==> src/rtl/bpi_cycle_gen.sv <==
// Bus-cycle timing engine for an asynchronous parallel NOR flash.
// It sequences CE#/ADV#/OE#/WE#, the address and DQ through setup, strobe, hold and recovery.
module bpi_cycle_gen #(
  parameter int unsigned ADDR_W  = 23,
  parameter int unsigned DATA_W  = 16,
  parameter int unsigned T_SETUP = 2,
  parameter int unsigned T_PULSE = 4,
  parameter int unsigned T_HOLD  = 1,
  parameter int unsigned T_RECOV = 2
) (
  input  logic              CLK,
  input  logic              RST_N,
  input  logic              EXECUTE,
  input  logic              CYCLE2,
  input  logic              READ,
  input  logic [ADDR_W-1:0] CMD_ADDR,
  input  logic [DATA_W-1:0] CMD_DATA,
  input  logic [DATA_W-1:0] DQ_IN,
  output logic              BUSY,
  output logic              RDY,
  output logic              LD_DAT,
  output logic [DATA_W-1:0] RD_DATA,
  output logic [ADDR_W-1:0] FLASH_A,
  output logic [DATA_W-1:0] DQ_OUT,
  output logic              DQ_OE,
  output logic              FLASH_CE_B,
  output logic              FLASH_OE_B,
  output logic              FLASH_WE_B,
  output logic              FLASH_ADV_B
);

  if (T_SETUP < 1 || T_SETUP > 16) begin : g_bad_setup
    $error("T_SETUP must be in 1..16");
  end
  if (T_PULSE < 1 || T_PULSE > 16) begin : g_bad_pulse
    $error("T_PULSE must be in 1..16");
  end
  if (T_HOLD < 1 || T_HOLD > 16) begin : g_bad_hold
    $error("T_HOLD must be in 1..16");
  end
  if (T_RECOV < 1 || T_RECOV > 16) begin : g_bad_recov
    $error("T_RECOV must be in 1..16");
  end

  localparam logic [3:0] CntSetup = 4'(T_SETUP - 1);
  localparam logic [3:0] CntPulse = 4'(T_PULSE - 1);
  localparam logic [3:0] CntHold  = 4'(T_HOLD - 1);
  localparam logic [3:0] CntRecov = 4'(T_RECOV - 1);

  typedef enum logic [2:0] {StIdle, StSetup, StStrobe, StHold, StRecov} state_e;

  state_e            state_q, state_d;
  logic [3:0]        cnt_q, cnt_d;
  logic              write_q, write_d;
  logic [ADDR_W-1:0] addr_q, addr_d;
  logic [DATA_W-1:0] data_q, data_d;
  logic [DATA_W-1:0] rd_data_q, rd_data_d;
  logic              ld_dat_q, ld_dat_d;
  logic              busy_q, busy_d;
  logic              rdy_q, rdy_d;
  logic              dq_oe_q, dq_oe_d;
  logic              ce_b_q, ce_b_d;
  logic              oe_b_q, oe_b_d;
  logic              we_b_q, we_b_d;
  logic              adv_b_q, adv_b_d;

  // State register (all outputs are registered alongside the FSM state).
  always_ff @(posedge CLK) begin
    if (!RST_N) begin
      state_q   <= StIdle;
      cnt_q     <= 4'd0;
      write_q   <= 1'b0;
      addr_q    <= '0;
      data_q    <= '0;
      rd_data_q <= '0;
      ld_dat_q  <= 1'b0;
      busy_q    <= 1'b0;
      rdy_q     <= 1'b1;
      dq_oe_q   <= 1'b0;
      ce_b_q    <= 1'b1;
      oe_b_q    <= 1'b1;
      we_b_q    <= 1'b1;
      adv_b_q   <= 1'b1;
    end else begin
      state_q   <= state_d;
      cnt_q     <= cnt_d;
      write_q   <= write_d;
      addr_q    <= addr_d;
      data_q    <= data_d;
      rd_data_q <= rd_data_d;
      ld_dat_q  <= ld_dat_d;
      busy_q    <= busy_d;
      rdy_q     <= rdy_d;
      dq_oe_q   <= dq_oe_d;
      ce_b_q    <= ce_b_d;
      oe_b_q    <= oe_b_d;
      we_b_q    <= we_b_d;
      adv_b_q   <= adv_b_d;
    end
  end

  // Next-state logic: each timed state exits on the edge where the counter reads zero.
  always_comb begin
    state_d   = state_q;
    cnt_d     = (cnt_q == 4'd0) ? 4'd0 : cnt_q - 4'd1;
    write_d   = write_q;
    addr_d    = addr_q;
    data_d    = data_q;
    rd_data_d = rd_data_q;
    ld_dat_d  = 1'b0;
    unique case (state_q)
      StIdle: begin
        cnt_d = 4'd0;
        if (EXECUTE) begin
          state_d = StSetup;
          cnt_d   = CntSetup;
          write_d = CYCLE2 | ~READ;
          addr_d  = CMD_ADDR;
          data_d  = CMD_DATA;
        end
      end
      StSetup: begin
        if (cnt_q == 4'd0) begin
          state_d = StStrobe;
          cnt_d   = CntPulse;
        end
      end
      StStrobe: begin
        if (cnt_q == 4'd0) begin
          state_d = StHold;
          cnt_d   = CntHold;
          // Sample DQ while OE# is still low on the final strobe clock.
          if (!write_q) begin
            rd_data_d = DQ_IN;
            ld_dat_d  = 1'b1;
          end
        end
      end
      StHold: begin
        if (cnt_q == 4'd0) begin
          state_d = StRecov;
          cnt_d   = CntRecov;
        end
      end
      StRecov: begin
        if (cnt_q == 4'd0) begin
          state_d = StIdle;
          cnt_d   = 4'd0;
        end
      end
      default: begin
        state_d = StIdle;
        cnt_d   = 4'd0;
      end
    endcase
  end

  // Output decode from the upcoming state so pins change on the same edge as the state.
  always_comb begin
    busy_d  = (state_d != StIdle);
    rdy_d   = ~busy_d;
    ce_b_d  = ~((state_d == StSetup) | (state_d == StStrobe) | (state_d == StHold));
    adv_b_d = ~((state_q == StIdle) & (state_d == StSetup));
    oe_b_d  = ~((state_d == StStrobe) & ~write_d);
    we_b_d  = ~((state_d == StStrobe) & write_d);
    dq_oe_d = write_d & ~ce_b_d;
  end

  assign BUSY        = busy_q;
  assign RDY         = rdy_q;
  assign LD_DAT      = ld_dat_q;
  assign RD_DATA     = rd_data_q;
  assign FLASH_A     = addr_q;
  assign DQ_OUT      = data_q;
  assign DQ_OE       = dq_oe_q;
  assign FLASH_CE_B  = ce_b_q;
  assign FLASH_OE_B  = oe_b_q;
  assign FLASH_WE_B  = we_b_q;
  assign FLASH_ADV_B = adv_b_q;

endmodule

==> config.mk <==
export PLATFORM = sky130hd
export DESIGN_NAME = bpi_cycle_gen
export DESIGN_NICKNAME = d
export VERILOG_FILES = /design/src/rtl/bpi_cycle_gen.sv
export SDC_FILE = /design/constraint.sdc
export NUM_CORES = 1
export LEC_CHECK = 0
export CAP_MARGIN = 0
export CORE_MARGIN = 1.5
export CORE_UTILIZATION = 41
export CTS_CLUSTER_SIZE = 14
export DETAILED_ROUTE_END_ITERATION = 16
export GPL_TIMING_DRIVEN = 0
export PLACE_DENSITY_LB_ADDON = 0.25
export SLEW_MARGIN = 20
export SYNTH_ARGS = -nofsm -noshare
export SYNTH_HDL_FRONTEND = slang
export SYNTH_SLANG_ARGS = --single-unit
==> constraint.sdc <==
create_clock -name CLK -period 1.9 [get_ports CLK]
set_input_delay 0.19 -clock CLK [delete_from_list [all_inputs] [get_ports CLK]]
set_output_delay 0.19 -clock CLK [all_outputs]
set_load 0.01 [all_outputs]
==> results.txt <==
die height = 83.8 um
# DRC = 0
clock power share = 27.2%
placed cell areas = 0.00400 mm2
Port-buffer cells = 122
P_sw = 1.07 mW
H-tree depth = 3
ant diodes = 0
Worst-path clk slew = 0.07 ns
NumNets Final = 509
GRT overflow = 0
worst-path cell chain = or4b_1 > buf_2 > buf_2 > nand2_1 > a21oi_1
CTS root buffer = clkbuf_8
router iterations before antenna repair = 4
largest net degree at the start of global routing = 12
number of flops mapped to enable cells by yosys = 0
total CTS buffers = 9
first-pass GRT wire length = 11,300 um
Design Power = 3.73 mW
CP Capture Type = flip-flop
hold_ws = 0.399 ns
run status = completed
Max FO, Critical Path = 10
Rel. slew slack = 68.5%
hold_buf cts = 0
PD cells = 894 mW/mm2
commonest non-fill, non-tap cell in the layout = clkdlybuf4s50_1
worst stage delay on the critical path = 0.62 ns
Antenna Violating Nets Remaining = 0
fin crit period = 1.72 ns
Critical path buffers and inverters = 2
final cycle utilization of the critical path = 90.5%
Synth Flop Type = dfxtp_1
DR iter-0 viols = 94
Core Box Area = 0.00631 mm2
Switching Share = 28.6%
Post-Place Cells = 515
non-filler instance count after layout = 530
Initial Util = 42.4%
Gate power share = 26.5%
leakage power = 1.64 nW
Die ar. = 0.00702 mm2
CTS tree = built
Slowest cell on crit path = or4b_1
ys async rst share = 0%
syn_nets = 376
sequential power share = 46.3%
WP data arrival = 1.91 ns
area leader, netlist = dfxtp_1
RePlAce Congestion = 0.773
vias in the first global route = 2,391
fmax = 581 MHz
post-synthesis sequential area ratio = 53.1%
Worst Setup Start Kind = flip-flop
final instance area = 0.00417 mm2
min-delay worst type = in -> reg
Synth cell types = 30
fin. max-slew vios = 0
RSZ-0062 raised after global routing = false
fillcell total = 538
area share of the largest cell type after synthesis = 53.1%
GRT Total Usage = 19.7%
Area contributors post-synth = dfxtp_1 53%, nand2_1 16%, a21oi_1 7.9%
top cell family by delay on the critical path = simple AND/OR/NAND/NOR gates
clk sink count = 71
Synthesis Warnings = 0
Setup CP Type = reg -> reg
Routed WL = 6740 um
Slew @ Worst Pin = 0.473 ns
Hold Vio Cnt, Final = 0
synthesized instance count = 316
Mapped Area = 0.00268 mm2
clock latency at the later pin of the worst-skew pair = 0.33 ns
layout cells sized above 1 = 5.74%
critical path required time = 2.09 ns
dpl ws = -0.247 ns
CP dominant cell by count = buf_2
detailed-route via count = 2,564
detail-routed via count per cell = 4.84
Mean Syn Cell Area = 8.47 um2
Seq cells post-synth = 71
Wirelength per Cell = 12.7 um
most frequent cells in the layout = 122 x clkdlybuf4s50_1, 111 x nand2_1, 71 x dfxtp_1, 42 x a21oi_1, 19 x mux2i_1
Internal Power = 2.66 mW
# rows = 29
# IOs = 123
Area Growth Syn to Fin = 55.7%
Max-Cap Viols = 0
Die W = 83.8 um
initial antenna violation count = 0
Max Root-Sink Buffers = 2
setup ws final = 0.180 ns
Setup Viol. Count Final = 0
Final HPWL DP = 5030 um
final worst clock skew = 0.00775 ns
IR Drop Worst-Case VDD = 0.505 mV
[cell usage after synthesis (4+ instances only)]
cell type and instances:
nand2b_1 6, nor2_1 7, nand3_1 4, clkbuf_1 14
a21oi_1 42, mux2i_1 19, buf_2 6, nand2_1 111
dfxtp_1 71, o21ai_0 8, nor3_1 5
[worst register-to-register path, stage by stage (launching register included)]
cell	delay, ns
dfxtp_1	0.39
or4b_1	0.62
buf_2	0.22
buf_2	0.20
nand2_1	0.08
a21oi_1	0.07
[stage by stage]
step / utilization (%) / TNS, ns
after floorplan: - / 0
after global placement: 63.3 / -3.65
after detailed placement: 63.3 / -4.05
after CTS: 65.9 / 0
after global routing: 66.0 / 0
final: 66.0 / 0
[timing repair]
item / 4_1_cts / 5_1_grt
setup buffers: 0 / 0
endpoints found under the setup margin: 0 / 3
gates resized for setup: 0 / 1
hold endpoints to repair: 0 / 0
[layer usage]
| layer | part of all wire (%) | vias to the layer above | GRT usage [%] |
|---|---|---|---|
| li1 | - | 1310 | - |
| met1 | 45 | 1153 | 24.7 |
| met2 | 47 | 94 | 32.8 |
| met3 | 7.2 | 7 | 5.14 |
| met4 | 1.1 | 0 | 7.15 |
| met5 | 0 | - | 0 |
[sequential cells by signal, indices dropped and copies added (netlist names)]
| name | cells |
|---|---|
| FLASH_A | 23 |
| write_q | 1 |
| BUSY | 1 |
| FLASH_OE_B | 1 |
| RDY | 1 |
| FLASH_ADV_B | 1 |
| RD_DATA | 16 |
| cnt_q | 4 |
| FLASH_CE_B | 1 |
| LD_DAT | 1 |
| FLASH_WE_B | 1 |
| state_q | 3 |
| DQ_OUT | 16 |
| DQ_OE | 1 |
[final timing paths]
check / start / endpoint / slack (ns) / cells after the start
max: state_q[1] / FLASH_A[20] / 0.18 / 5
min: DQ_IN[1] / RD_DATA[1] / 0.40 / 3
max reg2reg: state_q[1] / FLASH_A[20] / 0.18 / 5
min reg2reg: DQ_OUT[14] / DQ_OUT[14] / 0.45 / 2
[cell type report]
cell class	instances	area (um2)	share of cell area, %
sequential	71	1420	34.1
timing repair buffer	122	1220	29.3
inverter	2	7.51	0.180
multi-input combinational	220	1150	27.6
buffer	23	109	2.61
clock inverter	4	22.5	0.540
clock buffer	11	141	3.39
tap	77	96.3	2.31
[cells by family (layout without fill, tap and decap cells)]
group,after synthesis,in the layout,synth area share [%]
and+or+nand+nor,143,143,23.4
AOI/OAI and AO/OA,57,57,11.7
muxes,19,19,7.10
buffers and inverters,25,162,4.35
xor gates and xnor gates,1,1,0.327
DFF,71,71,53.1
[power by group through the flow]
stage	registers (mW)	logic, mW	clock network (mW)
finish	1.73	0.987	1.01
global route	1.74	1.08	1.11
CTS	1.72	0.990	1.04
detailed placement	1.76	0.985	0
global placement	1.75	0.974	0
floorplan	1.81	0.440	0
Power figures use the tool's default switching activity.
